## config.mk

```make
export PLATFORM = sky130hd
export DESIGN_NAME = dispara_tiro
export DESIGN_NICKNAME = d
export VERILOG_FILES = /design/src/rtl/dispara_tiro_pkg.sv /design/src/rtl/uc_dispara_tiro.sv /design/src/rtl/dispara_tiro.sv
export SDC_FILE = /design/constraint.sdc
export NUM_CORES = 1
export LEC_CHECK = 0
export CELL_PAD_IN_SITES_DETAIL_PLACEMENT = 0
export CELL_PAD_IN_SITES_GLOBAL_PLACEMENT = 2
export CORE_MARGIN = 2
export CORE_UTILIZATION = 27
export CTS_CLUSTER_DIAMETER = 40
export CTS_CLUSTER_SIZE = 30
export DETAILED_ROUTE_END_ITERATION = 6
export PLACE_DENSITY = 0.86
export RECOVER_POWER = 50
export SYNTH_ARGS = -nofsm -noshare
export SYNTH_HDL_FRONTEND = slang
export SYNTH_SLANG_ARGS = --single-unit
```

## constraint.sdc

```tcl
create_clock -name clock -period 4.2 [get_ports clock]
set_input_delay 0.84 -clock clock [delete_from_list [all_inputs] [get_ports clock]]
set_output_delay 0.84 -clock clock [all_outputs]
set_load 0.03 [all_outputs]
```

## src/rtl/dispara_tiro_pkg.sv

```systemverilog
// Shared definitions for the shot-spawn controller and the shot-movement FSM:
// state encodings and shot direction opcodes.
package dispara_tiro_pkg;

    typedef enum logic [4:0] {
        INICIAL    = 5'd0,
        ESPERA     = 5'd1,
        LE_SLOT    = 5'd2,
        AGUARDA    = 5'd3,
        TESTA      = 5'd4,
        ESCREVE    = 5'd5,
        PROXIMO    = 5'd6,
        CONCLUIDO  = 5'd7,
        SEM_ESPACO = 5'd8,
        COOLDOWN   = 5'd9
    } estado_t;

    localparam logic [1:0] OP_CIMA     = 2'b00;
    localparam logic [1:0] OP_DIREITA  = 2'b01;
    localparam logic [1:0] OP_BAIXO    = 2'b10;
    localparam logic [1:0] OP_ESQUERDA = 2'b11;

endpackage

```

## src/rtl/uc_dispara_tiro.sv

```systemverilog
// Control unit for shot spawning: scans for a free slot, writes the shot,
// then holds off new requests for the cooldown period.
module uc_dispara_tiro
    import dispara_tiro_pkg::*;
(
    input  logic    clock_i,
    input  logic    reset_i,
    input  logic    disparar_i,
    input  logic    loaded_i,
    input  logic    slot_ultimo_i,
    input  logic    cd_zero_i,
    output estado_t estado_o,
    output logic    latch_o,
    output logic    inc_slot_o,
    output logic    load_cd_o,
    output logic    dec_cd_o,
    output logic    we_o,
    output logic    ocupado_o,
    output logic    concluido_o,
    output logic    sem_espaco_o
);

    estado_t estado_q;
    logic    we_q;
    logic    ocupado_q;
    logic    concluido_q;
    logic    sem_espaco_q;

    // External outputs are registered alongside the state, so each is set on
    // the transition into the state where it must be visible.
    always_ff @(posedge clock_i) begin
        if (reset_i) begin
            // NOTE: non-blocking assignments in clocked blocks, so every register samples pre-edge values.
            estado_q     <= INICIAL;
            we_q         <= 1'b0;
            ocupado_q    <= 1'b0;
            concluido_q  <= 1'b0;
            sem_espaco_q <= 1'b0;
        end else begin
            we_q         <= 1'b0;
            concluido_q  <= 1'b0;
            sem_espaco_q <= 1'b0;
            ocupado_q    <= 1'b1;
            case (estado_q)
                INICIAL: begin
                    estado_q  <= ESPERA;
                    ocupado_q <= 1'b0;
                end
                ESPERA: begin
                    if (disparar_i) estado_q <= LE_SLOT;
                    else            ocupado_q <= 1'b0;
                end
                LE_SLOT: estado_q <= AGUARDA;
                AGUARDA: estado_q <= TESTA;
                TESTA: begin
                    if (!loaded_i) begin
                        estado_q <= ESCREVE;
                        we_q     <= 1'b1;
                    end else if (slot_ultimo_i) begin
                        estado_q     <= SEM_ESPACO;
                        sem_espaco_q <= 1'b1;
                    end else begin
                        estado_q <= PROXIMO;
                    end
                end
                PROXIMO: estado_q <= LE_SLOT;
                ESCREVE: begin
                    estado_q    <= CONCLUIDO;
                    concluido_q <= 1'b1;
                end
                CONCLUIDO: estado_q <= COOLDOWN;
                COOLDOWN: begin
                    if (cd_zero_i) begin
                        estado_q  <= ESPERA;
                        ocupado_q <= 1'b0;
                    end
                end
                SEM_ESPACO: begin
                    estado_q  <= ESPERA;
                    ocupado_q <= 1'b0;
                end
                default: estado_q <= INICIAL;
            endcase
        end
    end

    assign latch_o      = (estado_q == ESPERA) && disparar_i;
    assign inc_slot_o   = (estado_q == PROXIMO);
    assign load_cd_o    = (estado_q == CONCLUIDO);
    assign dec_cd_o     = (estado_q == COOLDOWN);
    assign estado_o     = estado_q;
    assign we_o         = we_q;
    assign ocupado_o    = ocupado_q;
    assign concluido_o  = concluido_q;
    assign sem_espaco_o = sem_espaco_q;

endmodule

```

## src/rtl/dispara_tiro.sv

```systemverilog
// Shot-spawn controller top: datapath (slot counter, cooldown counter,
// latched ship state) plus the uc_dispara_tiro control unit.
module dispara_tiro
    import dispara_tiro_pkg::*;
#(
    parameter int N_TIROS         = 4,
    parameter int ADDR_W          = 2,
    parameter int COORD_W         = 5,
    parameter int COOLDOWN_CICLOS = 8
) (
    input  logic               clock,
    input  logic               reset,
    input  logic               disparar,
    input  logic [COORD_W-1:0] nave_coor_x,
    input  logic [COORD_W-1:0] nave_coor_y,
    input  logic [1:0]         nave_direcao,
    input  logic               mem_loaded_tiro,
    output logic [ADDR_W-1:0]  mem_addr_tiro,
    output logic               mem_we_tiro,
    output logic [COORD_W-1:0] mem_wdata_x,
    output logic [COORD_W-1:0] mem_wdata_y,
    output logic [1:0]         mem_wdata_opcode,
    output logic               mem_wdata_loaded,
    output logic               ocupado,
    output logic               disparo_concluido,
    output logic               sem_espaco,
    output logic [4:0]         db_estado
);

    localparam int CD_W = $clog2(COOLDOWN_CICLOS + 1);

    logic [ADDR_W-1:0]  slot_q, slot_d;
    logic [CD_W-1:0]    cd_q, cd_d;
    logic [COORD_W-1:0] x_q, x_d;
    logic [COORD_W-1:0] y_q, y_d;
    logic [1:0]         op_q, op_d;

    estado_t estado;
    logic    latch_en, inc_slot, load_cd, dec_cd, we;
    logic    slot_ultimo, cd_zero;

    always_comb begin
        // NOTE: every _d gets its hold value first, so no path leaves it unassigned and no latch is inferred.
        slot_d = slot_q;
        cd_d   = cd_q;
        x_d    = x_q;
        y_d    = y_q;
        op_d   = op_q;
        if (latch_en) begin
            x_d    = nave_coor_x;
            y_d    = nave_coor_y;
            op_d   = nave_direcao;
            slot_d = '0;
        end
        if (inc_slot) slot_d = slot_q + ADDR_W'(1);
        if (load_cd) cd_d = CD_W'(COOLDOWN_CICLOS - 1);
        else if (dec_cd && cd_q != '0) cd_d = cd_q - CD_W'(1);
    end

    always_ff @(posedge clock) begin
        if (reset) begin
            slot_q <= '0;
            cd_q   <= '0;
            x_q    <= '0;
            y_q    <= '0;
            op_q   <= '0;
        end else begin
            slot_q <= slot_d;
            cd_q   <= cd_d;
            x_q    <= x_d;
            y_q    <= y_d;
            op_q   <= op_d;
        end
    end

    assign slot_ultimo = (slot_q == ADDR_W'(N_TIROS - 1));
    assign cd_zero     = (cd_q == '0);

    uc_dispara_tiro u_uc (
        .clock_i       (clock),
        .reset_i       (reset),
        .disparar_i    (disparar),
        .loaded_i      (mem_loaded_tiro),
        .slot_ultimo_i (slot_ultimo),
        .cd_zero_i     (cd_zero),
        .estado_o      (estado),
        .latch_o       (latch_en),
        .inc_slot_o    (inc_slot),
        .load_cd_o     (load_cd),
        .dec_cd_o      (dec_cd),
        .we_o          (we),
        .ocupado_o     (ocupado),
        .concluido_o   (disparo_concluido),
        .sem_espaco_o  (sem_espaco)
    );

    // The slot counter only moves on accept and in PROXIMO, so the address
    // naturally holds outside the read/test/write window.
    assign mem_addr_tiro    = slot_q;
    assign mem_we_tiro      = we;
    assign mem_wdata_x      = x_q;
    assign mem_wdata_y      = y_q;
    assign mem_wdata_opcode = op_q;
    assign mem_wdata_loaded = we;
    assign db_estado        = estado;

endmodule

```

* Word-level counts from Yosys, hierarchy flattened
Index checks and enable logic that the tools add are counted. Widths: inputs -> output; s select.
Word-level totals: output and inout port bits 24, logic and storage cells 54, flip-flop bits (word level) 27
Cells by class: mux-type cells 15, add/subtract/negate cells 2, reduce and logical (&&, ||, !) cells 12, bitwise logic cells 2, equality and inequality tests 12
Operators with widths (count):
- $pmux 5 s9 | 1
- $eq 5x3->1 const B | 4
- $mux 5 | 3
- $eq 5x2->1 const B | 2
- $eq 5x4->1 const B | 2
- $mux 3 | 2
- $reduce_or 2->1 | 3
- $eq 5x1->1 const B | 1
- $logic_not 5->1 | 1
- $mux 1 | 5
- $logic_not 4->1 | 1
- $mux 2 | 2
- $mux 4 | 1
- $reduce_bool 2->1 | 2
- $reduce_bool 4->1 | 1
- $sub 4x1->4 const B | 1
- $pmux 1 s3 | 1
- $reduce_or 3->1 | 1
- $add 2x1->2 const B | 1
- $eq 2x2->1 const B | 1
- $logic_and 1x1->1 | 2
- $ne 2x1->1 const B | 1
- $ne 2x2->1 const B | 1
- $not 1->1 | 2
- $reduce_and 2->1 | 1

* Logic depth before layout (Yosys ltp)
Gate-level depths: netlist of run 1.
depth after elaboration 4, depth in mapped cells 5, mapped depth without buffers 5

* Cells and area by module
From an unflattened synthesis of run 1, not the netlist that was laid out.
Second synthesis, totals: cell total of the unflattened synthesis 133, area total of the unflattened synthesis 1198.6 um2
By module, submodules not included:
- dispara_tiro | area an instance 735.7 um2, cells an instance 78, seq. area each 360.3 um2, times used 1
- uc_dispara_tiro | area an instance 462.9 um2, cells an instance 55, seq. area each 160.2 um2, times used 1

* Least setup slack after synthesis of run 1
No wires, ideal clock.
kind input -> register, from input port disparar, to register op_q[1] (netlist: mem_wdata_opcode[1]), path buffers 1, arrival time 1.544 ns, cell stages on the path 4, slack 2.586 ns, required time 4.130 ns, cells stage by stage nor2b_1 clkbuf_1 nand3_1 a21oi_1
On the way: longest elaborated chain between the ends 1
RTL lines:
- start: declaration | line dispara_tiro.sv:13 | input logic disparar,
- $logic_and 1x1->1 | line uc_dispara_tiro.sv:87 | assign latch_o = (estado_q == ESPERA) && disparar_i;
- end signal: assignment | line dispara_tiro.sv:72 | op_q <= op_d;
- end: declaration | line dispara_tiro.sv:36 | logic [1:0] op_q, op_d;
Every way passes these cells. A chain may end at the register's enable or synchronous reset.

* Worst setup path in the final report of run 1
from register u_uc.estado_q[0] (netlist: u_uc.estado_o[0]), to register u_uc.ocupado_q (netlist: u_uc.ocupado_o)
On the way: longest elaborated chain between the ends 3
RTL lines:
- start: declaration | line uc_dispara_tiro.sv:23 | estado_t estado_q;
- start signal: assignment | line uc_dispara_tiro.sv:34 | estado_q <= INICIAL;
- start signal: assignment | line uc_dispara_tiro.sv:46 | estado_q <= ESPERA;
- start signal: assignment | line uc_dispara_tiro.sv:50 | if (disparar_i) estado_q <= LE_SLOT;
- $eq 5x4->1 / $logic_not 5->1 (equally long branches) | line uc_dispara_tiro.sv:44 | case (estado_q)
- $reduce_or 2->1 (no source line)
- $pmux 1 s3 (*) | line uc_dispara_tiro.sv:44
- end signal: assignment | line uc_dispara_tiro.sv:43 | ocupado_q <= 1'b1;
- end signal: assignment | line uc_dispara_tiro.sv:47 | ocupado_q <= 1'b0;
- end signal: assignment | line uc_dispara_tiro.sv:51 | else ocupado_q <= 1'b0;
- end: declaration | line uc_dispara_tiro.sv:25 | logic ocupado_q;
Mark *: on every way between the ends. The rest lies on a longest branch, timed or not.

==> summary.txt, run 1 <==
Setup path
  • Arr. time, crit path: 3.04 ns
  • Crit. Startpoint: u_uc.estado_o[0]
  • Critical Path Source Type: register
  • Top delay family on crit path: simple AND/OR/NAND/NOR gates
  • Slowest-stage cell, CP: nor3b_1
  • CP Class: reg2reg
  • Critical Path RT: 4.38 ns
  • CP endpoint: u_uc.ocupado_o
  • Crit-path cells: nor3b_1, nand3_1, a31oi_1
  • Worst setup EP type: register
  • R2R setup slack: 1.35 ns
  • Capturing point of the worst reg2reg path: u_uc.ocupado_o
  • Reg-to-reg critical path startpoint: u_uc.estado_o[0]
  • Levels on crit path: 3
  • Critical path peak fanout: 18
  • Worst r2r path cells: 3
  • Worst path max stage delay: 1.54 ns
  • CP Buf/Inv Count: 0

Synthesis
  • Ys flop type: dfxtp_1
  • Cell Area, Synth: 1190 um2
  • Post-Synthesis Cells: 137
  • Post-synth EDFFs: 0
  • Synth Warn #: 0
  • Sequential area share after synthesis: 43.8%
  • Area share of the largest cell type after synthesis: 43.8%
  • Largest cells by area after synthesis: dfxtp_1 44%, a21oi_1 7.6%, o21ai_0 6.7%, nand3_1 5.5%, a211oi_1 3.2%
  • Area leader, netlist: dfxtp_1
  • #FFs+latches synth: 26
  • Synthesized area per cell: 8.67 um2
  • Post-synth ARST share: 0%
  • Synthesized net count: 155
  • Post-synth cell types: 31

Clocking
  • Clock Tree Root: clkbuf_8
  • Clock insertion delay at the later pin of the skew report: 0.27 ns
  • CTS tree: built
  • Cts repair resizes: 0
  • CTS clk-pin slew, worst paths: 0.09 ns
  • H-tree Lvls: 1
  • Post-CTS Setup Inserts: 0
  • Clk sink count: 26
  • # hold bufs at CTS: 0
  • Clock buffer count from CTS: 3
  • CTS Buffer Depth: 2

Detailed routing
  • Antenna Nets Post-Route: 0
  • 1st-iter DRT viols: 44
  • WL final: 3.04 mm
  • # DRC: 0
  • Routed len/inst: 13.9 um
  • Vias: 1155
  • Drt pass-1 iters: 4
  • Via density per instance: 5.27

Floorplanning
  • Floorplan die height: 70.3 um
  • Cell Rows: 24
  • Initial core utilization: 27.7%
  • Die width: 70.3 um
  • DIE AREA: 4940 um2
  • Core ar.: 4290 um2
  • Num ports: 40

STA
  • Hold Fails Final Rpt: 0
  • Hold Worst Slack: 0.477 ns
  • Final setup viols: 0
  • Slew HR: -27.7%
  • Total negative slack: 0 ns
  • Worst Skew: 0.00107 ns
  • Period Utilization, post-route: 67.9%
  • Slew Limit Fails: 18
  • Worst-Margin Slew: 1.91 ns
  • Final min period: 2.85 ns
  • FMAX: 0.351 GHz
  • RSZ-0062 raised after global routing: false

Global routing
  • Pin count of the biggest net entering global routing: 25
  • Antenna violations before repair: 0
  • Vias in the first global route: 1077
  • Tot GR Track Use: 12.2%
  • First-pass GRT wire length: 4.91 mm
  • Total gr overflow: 0

Power and ir drop
  • Cell leakage power: 0.598 nW
  • Cell Pwr Density: 320 nW/um2
  • Peak VDD IR: 0.000125 V

Cells and area
  • Layout cell share with drive strength beyond 1: 4.19%
  • Ant. Diodes: 0
  • Area taken by multi-input logic gates: 582 um2
  • Most frequent cells in the layout: 26 x dfxtp_1, 19 x clkdlybuf4s50_1, 19 x dlygate4sd3_1
  • Final net count: 186
  • Commonest non-fill, non-tap cell in the layout: dfxtp_1
  • Syn-to-layout area delta: 36.6%
  • Final std cells w/o fill: 219
  • Sequential cell area: 520 um2
  • # fillers: 427

Placed design
  • Inst Count DP: 215
  • DP HPWL: 2.09 mm
  • Gpl congestion: 0.698
  • PortBufs: 38

Run status
  • Status: complete, but fails checks
  • Failing checks: max-capacitance violations, max-slew violations

Job
  • Maxcap violations: 1

Min path
  • Type of the worst min-delay path: reg2reg
## worst min-delay path, stage by stage, from the launching register on
cell and delay [ns]:
dfxtp_1 0.31, o21ai_0 0.06, a21oi_1 0.06
## area by class of cell
cell class	instances	area share (%)
clock buffer	4	3.40
inverter	5	1.16
tap	52	4.01
timing repair buffer	38	23.5
sequential	26	32.1
multi-input combinational	94	35.9
## power by group
| part | internal [mW] | switching [mW] | leakage, nW |
|---|---|---|---|
| combinational | 0.0383 | 0.0514 | 0.358 |
| clock | 0.0838 | 0.0788 | 0.0288 |
| sequential | 0.256 | 0.0106 | 0.211 |
## cell usage after synthesis (all sizes together), types with 3 or more instances
cell	instances
a21oi	18
nand2	4
inv	5
buf	7
nor4bb	3
a211oi	5
nand2b	4
o21ai	16
o211ai	3
nand3	13
clkbuf	5
dfxtp	26
nor2b	4
## worst min path at each step
| stage | from | to | slack (ns) | cells after the start |
|---|---|---|---|---|
| 2_1_floorplan | cd_q[0] | cd_q[0] | 0.46 | 1 |
| 3_3_place_gp | mem_wdata_x[1] | mem_wdata_x[1] | 0.47 | 2 |
| 3_5_place_dp | mem_wdata_opcode[0] | mem_wdata_opcode[0] | 0.47 | 2 |
| 4_1_cts | mem_wdata_x[2] | mem_wdata_x[2] | 0.48 | 2 |
| 5_1_grt | mem_wdata_x[2] | mem_wdata_x[2] | 0.50 | 2 |
| 6_report | mem_wdata_x[2] | mem_wdata_x[2] | 0.48 | 2 |
## per-layer routing
layer	track usage (%)	part of all wire (%)	vias up
li1	-	-	557
met1	16.6	48	551
met2	19.0	45	45
met3	3.46	7.3	2
met4	3.21	0.26	0
met5	0	0	-
## metrics by stage
step	setup slack, ns	area, um2	power (mW)	util [%]
after CTS	1.69	1630	0.528	37.9
after detailed placement	1.70	1570	0.365	36.6
after global placement	1.71	1570	0.364	36.6
after global routing	1.21	1620	0.541	37.8
final	1.35	1620	0.518	37.8
after floorplan	2.59	1190	0.326	-
## sequential cells by signal, summed over array words and instances (netlist names)
register / count
cd_q: 4
mem_wdata_opcode: 2
u_uc.ocupado_o: 1
mem_addr_tiro: 2
mem_wdata_y: 5
u_uc.concluido_o: 1
mem_wdata_x: 5
u_uc.sem_espaco_o: 1
u_uc.estado_o: 4
u_uc.we_o: 1
## cell families after synthesis
family          after synthesis  share of synthesized area [%]
fa+ha+maj                     2                           2.11
compound gates               48                           23.5
other cells                   1                          0.316
buf+inv                      17                           6.74
simple gates                 43                           23.5
flops                        26                           43.8
No activity file was read; power rests on OpenSTA's default activity.
==> run 2: changes to the inputs <==
--- a/config.mk
+++ b/config.mk
@@ -8,11 +8,11 @@
 export CELL_PAD_IN_SITES_DETAIL_PLACEMENT = 0
 export CELL_PAD_IN_SITES_GLOBAL_PLACEMENT = 2
 export CORE_MARGIN = 2
-export CORE_UTILIZATION = 27
+export CORE_UTILIZATION = 25
 export CTS_CLUSTER_DIAMETER = 40
 export CTS_CLUSTER_SIZE = 30
 export DETAILED_ROUTE_END_ITERATION = 6
-export PLACE_DENSITY = 0.86
+export PLACE_DENSITY = 0.81
 export RECOVER_POWER = 50
 export SYNTH_ARGS = -nofsm -noshare
 export SYNTH_HDL_FRONTEND = slang
==> constraint.sdc (replaced) <==
create_clock -name clock -period 3 [get_ports clock]
set_input_delay 0.6 -clock clock [delete_from_list [all_inputs] [get_ports clock]]
set_output_delay 0.6 -clock clock [all_outputs]
set_load 0.03 [all_outputs]
==> run 2 against run 1 <==
Net effect:
- the flow now finishes without violations
- combinational power up 48%
- via count down 2.1%
- critical endpoint is now db_estado[0]
- final cell count up 1.8%
- routed wire length up 2.7%
- power up 36%
- worst hold slack better by 0.0078 ns
- global-route usage down 0.27 points
- highest routed layer unchanged
- largest power group unchanged
- die area up 7.5%
- first-iteration DRC count up 41%
- sequential power up 41%
==> summary.txt, run 2 (same netlist as run 1, synthesis figures left out) <==
Run status
  • Status: finished, final reports clean

Setup path
  • Reg-to-reg critical path startpoint: u_uc.estado_o[0]
  • Critical path peak fanout: 18 (unchanged)
  • Worst path max stage delay: 0.78 ns (-0.76 ns)
  • Crit-path cells: clkdlybuf4s50_1
  • Arr. time, crit path: 1.70 ns (-1.34 ns)
  • Crit. Startpoint: u_uc.estado_o[0]
  • Top delay family on crit path: buffers and inverters
  • Slowest-stage cell, CP: clkdlybuf4s50_1
  • Critical Path Source Type: register
  • Critical Path RT: 2.40 ns (-1.98 ns)
  • CP Class: reg2out
  • CP Buf/Inv Count: 1 (+1)
  • Worst setup EP type: output port

Power and ir drop
  • Psw: 0.197 mW (+40%)
  • Cell Pwr Density: 431 nW/um2 (+35%)
  • Pwr Total: 0.705 mW (+36%)
  • Sequential fraction of design power: 53.0% (+1.7 points)
  • Combinational power share: 18.9% (+1.6 points)
  • Cell leakage power: 0.551 nW (-7.9%)
  • Switch share: 27.9% (+0.74 points)
  • Clock power share: 28.1% (-3.3 points)
  • Pint: 0.508 mW (+35%)
  • Peak VDD IR: 0.000275 V (+120%)

Detailed routing
  • 1st-iter DRT viols: 62 (+41%)
  • Drt pass-1 iters: 4 (unchanged)
  • WL final: 3.12 mm (+2.7%)
  • # DRC: 0 (unchanged)
  • Via density per instance: 5.07 (-3.8%)
  • Routed len/inst: 14.0 um (+0.83%)
  • Antenna Nets Post-Route: 0 (unchanged)
  • Vias: 1131 (-2.1%)

Floorplanning
  • Die width: 72.9 um (+3.7%)
  • Floorplan die height: 72.9 um (+3.7%)
  • Cell Rows: 25 (+4.2%)
  • Num ports: 40 (unchanged)
  • Initial core utilization: 25.5% (-2.2 points)
  • Core ar.: 4660 um2 (+8.5%)
  • DIE AREA: 5320 um2 (+7.5%)

Placed design
  • Placed cell area: 1600 um2 (+1.6%)
  • PortBufs: 38 (unchanged)
  • Gpl congestion: 0.742 (+6.3%)
  • DP HPWL: 2.05 mm (-1.9%)
  • Inst Count DP: 220 (+2.3%)
  • Post-Place Worst Slack: 1.03 ns (-0.677 ns)

Clocking
  • Clock buffer count from CTS: 3 (unchanged)
  • Clock insertion delay at the later pin of the skew report: 0.27 ns (about the same)
  • Post-CTS Setup Inserts: 0 (unchanged)
  • CTS clk-pin slew, worst paths: 0.09 ns (about the same)
  • # hold bufs at CTS: 0 (unchanged)
  • CTS Buffer Depth: 2 (unchanged)
  • Clk sink count: 26 (unchanged)
  • Clock Tree Root: clkbuf_8
  • CTS tree: built
  • H-tree Lvls: 1 (unchanged)
  • Cts repair resizes: 0 (unchanged)

Cells and area
  • Ant. Diodes: 0 (unchanged)
  • Final net count: 189 (+1.6%)
  • Final Util: 35.1% (-2.7 points)
  • Commonest non-fill, non-tap cell in the layout: clkdlybuf4s50_1
  • Most frequent cells in the layout: 35 x clkdlybuf4s50_1, 26 x dfxtp_1, 18 x a21oi_1
  • # fillers: 471 (+10%)
  • Syn-to-layout area delta: 37.6%
  • Layout cell share with drive strength beyond 1: 5.33% (+1.1 points)
  • Final Cell Area: 1630 um2 (+0.77%)
  • Final std cells w/o fill: 223 (+1.8%)

STA
  • FMAX: 0.435 GHz
  • RSZ-0062 raised after global routing: false
  • Hold Worst Slack: 0.485 ns (+0.00779 ns)
  • Final setup viols: 0 (unchanged)
  • Worst Skew: 0.00322 ns (+0.00216 ns)
  • Slew Limit Fails: 0 (-18)
  • Slew HR: 27.2% (+55 points)
  • Total negative slack: 0 ns (unchanged)
  • Setup ws final: 0.702 ns (-0.645 ns)
  • Hold Fails Final Rpt: 0 (unchanged)
  • Period Utilization, post-route: 76.6%
  • Worst-Margin Slew: 1.09 ns (-0.819 ns)
  • Final min period: 2.30 ns

Job
  • Maxcap violations: 0 (-1)

Global routing
  • Antenna violations before repair: 0 (unchanged)
  • First-pass GRT wire length: 4.99 mm (+1.5%)
  • Vias in the first global route: 1071 (-0.56%)
  • Tot GR Track Use: 11.9% (-0.27 points)
  • Total gr overflow: 0 (unchanged)
  • Pin count of the biggest net entering global routing: 25 (unchanged)

Min path
  • Min-delay src: mem_wdata_x[0]
  • Type of the worst min-delay path: reg2reg
[run 2: cell types whose count changed in the layout (fill, tap and decap cells not counted)]
| cell | previous run | this run |
|---|---|---|
| dlygate4sd3_1 | 19 | 3 |
| buf_4 | 0 | 2 |
| nor3b_1 | 2 | 1 |
| clkbuf_8 | 4 | 3 |
| clkbuf_1 | 0 | 1 |
| clkdlybuf4s50_1 | 19 | 35 |
| nor3b_2 | 0 | 1 |
[run 2: cell type report]
cell class                 instances  area (um2)  share of cell area [%]
inverter                           5        18.8                    1.15
timing repair buffer              41         399                    24.4
multi-input combinational         94         587                    35.9
clock buffer                       3        41.3                    2.53
tap                               54        67.6                    4.13
sequential                        26         520                    31.9
[run 2: power groups by stage]
stage | Clock (mW) | Combinational (mW) | Sequential, mW
after floorplan | 0 | 0.0575 | 0.398
after global placement | 0 | 0.134 | 0.380
after detailed placement | 0 | 0.135 | 0.381
after CTS | 0.208 | 0.135 | 0.373
after global routing | 0.222 | 0.143 | 0.377
final | 0.198 | 0.133 | 0.374
[run 2: path summary, 6_finish.rpt]
path                            slack, ns  cells after the start          endpoint
worst max-delay path                 0.70                      1      db_estado[0]
worst min-delay path                 0.49                      2    mem_wdata_x[0]
worst max register to register       1.22                      3  mem_addr_tiro[0]
worst min register to register       0.49                      2    mem_wdata_x[0]
[run 2: per-layer routing]
metal | GRT usage, % | part of all wire [%] | vias up
met4 | 1.23 | 0.19 | 0
met2 | 20.0 | 45 | 45
li1 | - | - | 561
met1 | 15.6 | 47 | 523
met3 | 3.87 | 6.9 | 2
met5 | 0 | 0 | -
==> run 3: changes to the inputs <==
==> constraint.sdc (replaced) <==
create_clock -name clock -period 2.2 [get_ports clock]
set_input_delay 0.44 -clock clock [delete_from_list [all_inputs] [get_ports clock]]
set_output_delay 0.44 -clock clock [all_outputs]
set_load 0.03 [all_outputs]
==> run 3 against run 2 <==
Net effect:
- first-iteration DRC count down 19%
- design area increased by 2.2%
- core utilization is 0.78 points higher
- sequential cell count stayed put
- critical path depth stayed put
- non-clock buffer count is the same
- critical endpoint is now db_estado[3]
- largest cell class unchanged
- largest power group unchanged
- highest routed layer unchanged
==> summary.txt, run 3 (same netlist as run 1, synthesis figures left out) <==
Run status
  • Status: finished, final reports clean

Min path
  • Min-delay src: mem_wdata_x[2]
  • Hold path depth: 2 (unchanged)
  • Hold EP: mem_wdata_x[2]
  • Type of the worst min-delay path: reg2reg

Floorplanning
  • Num ports: 40 (unchanged)
  • Floorplan die height: 72.9 um (unchanged)
  • Die width: 72.9 um (unchanged)
  • Initial core utilization: 25.5% (unchanged)
  • Cell Rows: 25 (unchanged)
  • Core ar.: 4660 um2 (unchanged)
  • DIE AREA: 5320 um2 (unchanged)

Setup path
  • Crit. Startpoint: u_uc.estado_o[3]
  • Worst path max stage delay: 0.76 ns (-0.02 ns)
  • Capturing point of the worst reg2reg path: cd_q[3]
  • Critical path peak fanout: 15 (-3)
  • CP Buf/Inv Count: 1 (unchanged)
  • Top delay family on crit path: buffers and inverters
  • Critical Path Source Type: register
  • Worst setup EP type: output port
  • Worst r2r path cells: 3 (unchanged)
  • Slowest-stage cell, CP: clkdlybuf4s50_1
  • Crit-path cells: clkdlybuf4s50_1
  • Arr. time, crit path: 1.65 ns (-0.05 ns)
  • Reg-to-reg critical path startpoint: u_uc.estado_o[3]
  • Critical Path RT: 1.76 ns (-0.64 ns)
  • CP Class: reg2out
  • R2R setup slack: 0.54 ns (-0.68 ns)

Power and ir drop
  • Cell Pwr Density: 652 nW/um2 (+51%)
  • Combinational power share: 16.7% (-2.2 points)
  • Pint: 0.816 mW (+61%)
  • Peak VDD IR: 0.000264 V (-3.9%)
  • Psw: 0.273 mW (+39%)
  • Cell leakage power: 0.569 nW (+3.2%)
  • Clock power share: 36.5% (+8.4 points)
  • Switch share: 25.1% (-2.8 points)
  • Sequential fraction of design power: 46.8% (-6.2 points)
  • Pwr Total: 1.09 mW (+55%)

Placed design
  • DP HPWL: 2.11 mm (+2.7%)
  • Inst Count DP: 220 (unchanged)
  • PortBufs: 38 (unchanged)
  • Gpl congestion: 0.742 (about the same)
  • Post-Place Worst Slack: 0.377 ns (-0.650 ns)

Clocking
  • Clock buffer count from CTS: 3 (unchanged)
  • CTS Buffer Depth: 2 (unchanged)
  • Post-CTS Setup Inserts: 0 (unchanged)
  • H-tree Lvls: 1 (unchanged)
  • Clock insertion delay at the later pin of the skew report: 0.27 ns (about the same)
  • CTS clk-pin slew, worst paths: 0.09 ns (about the same)
  • CTS tree: built
  • Clk sink count: 26 (unchanged)
  • Clock Tree Root: clkbuf_8

STA
  • Slew Limit Fails: 0 (unchanged)
  • Total negative slack: 0 ns (unchanged)
  • Final min period: 2.09 ns
  • FMAX: 0.478 GHz
  • Final setup viols: 0 (unchanged)
  • Worst Skew: 0.00296 ns (-0.000266 ns)
  • Setup ws final: 0.108 ns (-0.594 ns)
  • Hold Fails Final Rpt: 0 (unchanged)
  • Period Utilization, post-route: 95.1%
  • RSZ-0062 raised after global routing: false

Cells and area
  • Commonest non-fill, non-tap cell in the layout: clkdlybuf4s50_1
  • Layout cell share with drive strength beyond 1: 7.65% (+2.3 points)
  • Ant. Diodes: 0 (unchanged)
  • Sequential cell area: 523 um2 (+0.48%)
  • # fillers: 485 (+3.0%)
  • Area taken by multi-input logic gates: 587 um2 (unchanged)
  • Syn-to-layout area delta: 40.7%
  • Final net count: 189 (unchanged)
  • Final Util: 35.8% (+0.78 points)
  • Final std cells w/o fill: 224 (+0.45%)
  • Most frequent cells in the layout: 37 x clkdlybuf4s50_1, 24 x dfxtp_1, 18 x a21oi_1

Global routing
  • Total gr overflow: 0 (unchanged)
  • Vias in the first global route: 1102 (+2.9%)
  • Antenna violations before repair: 0 (unchanged)
  • Tot GR Track Use: 11.9% (-0.029 points)
  • Pin count of the biggest net entering global routing: 23 (-8.0%)
  • First-pass GRT wire length: 5.00 mm (+0.28%)

Detailed routing
  • 1st-iter DRT viols: 50 (-19%)
  • Routed len/inst: 13.7 um (-2.0%)
  • Antenna Nets Post-Route: 0 (unchanged)
  • # DRC: 0 (unchanged)
  • Drt pass-1 iters: 4 (unchanged)
  • Via density per instance: 5.11 (+0.70%)
  • WL final: 3.07 mm (-1.5%)
  • Vias: 1144 (+1.1%)

Job
  • Maxcap violations: 0 (unchanged)
-- run 3: changes by cell type in the layout (fill, tap and decap cells not counted) --
cell,change
bufinv_16,+1
clkdlybuf4s50_1,+2
dfxtp_2,+2
buf_4,+1
dfxtp_1,-2
dlygate4sd3_1,-2
clkbuf_1,-1
-- run 3: routing by layer --
metal	routed length [um]	share of wire, %	GRT usage, %
met1	1340	44	14.4
met2	1430	47	20.0
met3	274	8.9	5.11
met4	24	0.78	2.06
met5	0	0	0
-- run 3: area by class of cell --
class                   instances  share of cell area [%]
clock buffers                   3                    2.47
clock inverters                 1                    1.80
inverters                       5                    1.12
multi-input cells              94                    35.1
flip-flops and latches         26                    31.3
well taps                      54                    4.04
repair buffers                 41                    24.1
-- run 3: how the worst max path moves through the flow --
stage	end	slack [ns]	cells after the start
after floorplan	mem_wdata_x[3]	0.60	4
after global routing	db_estado[3]	0.04	1
after detailed placement	db_estado[1]	0.38	1
after global placement	mem_addr_tiro[1]	0.45	4
after CTS	db_estado[1]	0.08	1
final	db_estado[3]	0.11	1
-- run 3: power by group through the flow --
stage	Combinational (mW)	Sequential, mW	Clock, mW
5_1_grt	0.197	0.514	0.430
6_report	0.182	0.509	0.397
3_5_place_dp	0.183	0.519	0
3_3_place_gp	0.182	0.517	0
4_1_cts	0.184	0.509	0.415
2_1_floorplan	0.0784	0.543	0
-- run 3: through the flow --
| step | instance area, um2 | hold WS (ns) |
|---|---|---|
| 2_1_floorplan | 1190 | 0.459 |
| 3_3_place_gp | 1600 | 0.461 |
| 3_5_place_dp | 1600 | 0.469 |
| 4_1_cts | 1670 | 0.488 |
| 5_1_grt | 1670 | 0.513 |
| 6_report | 1670 | 0.483 |
-- run 3: timing repair --
item                                    4_1_cts  5_1_grt
hold buffers                                  0        0
resized for setup                             0        2
endpoints found under the setup margin        0        2
-- run 3: tightest hold or removal path, delay by kind of cell, from the launching register on --
kind               cells  cell delay, ns
AOI/OAI and AO/OA      2            0.12
DFF                    1            0.32
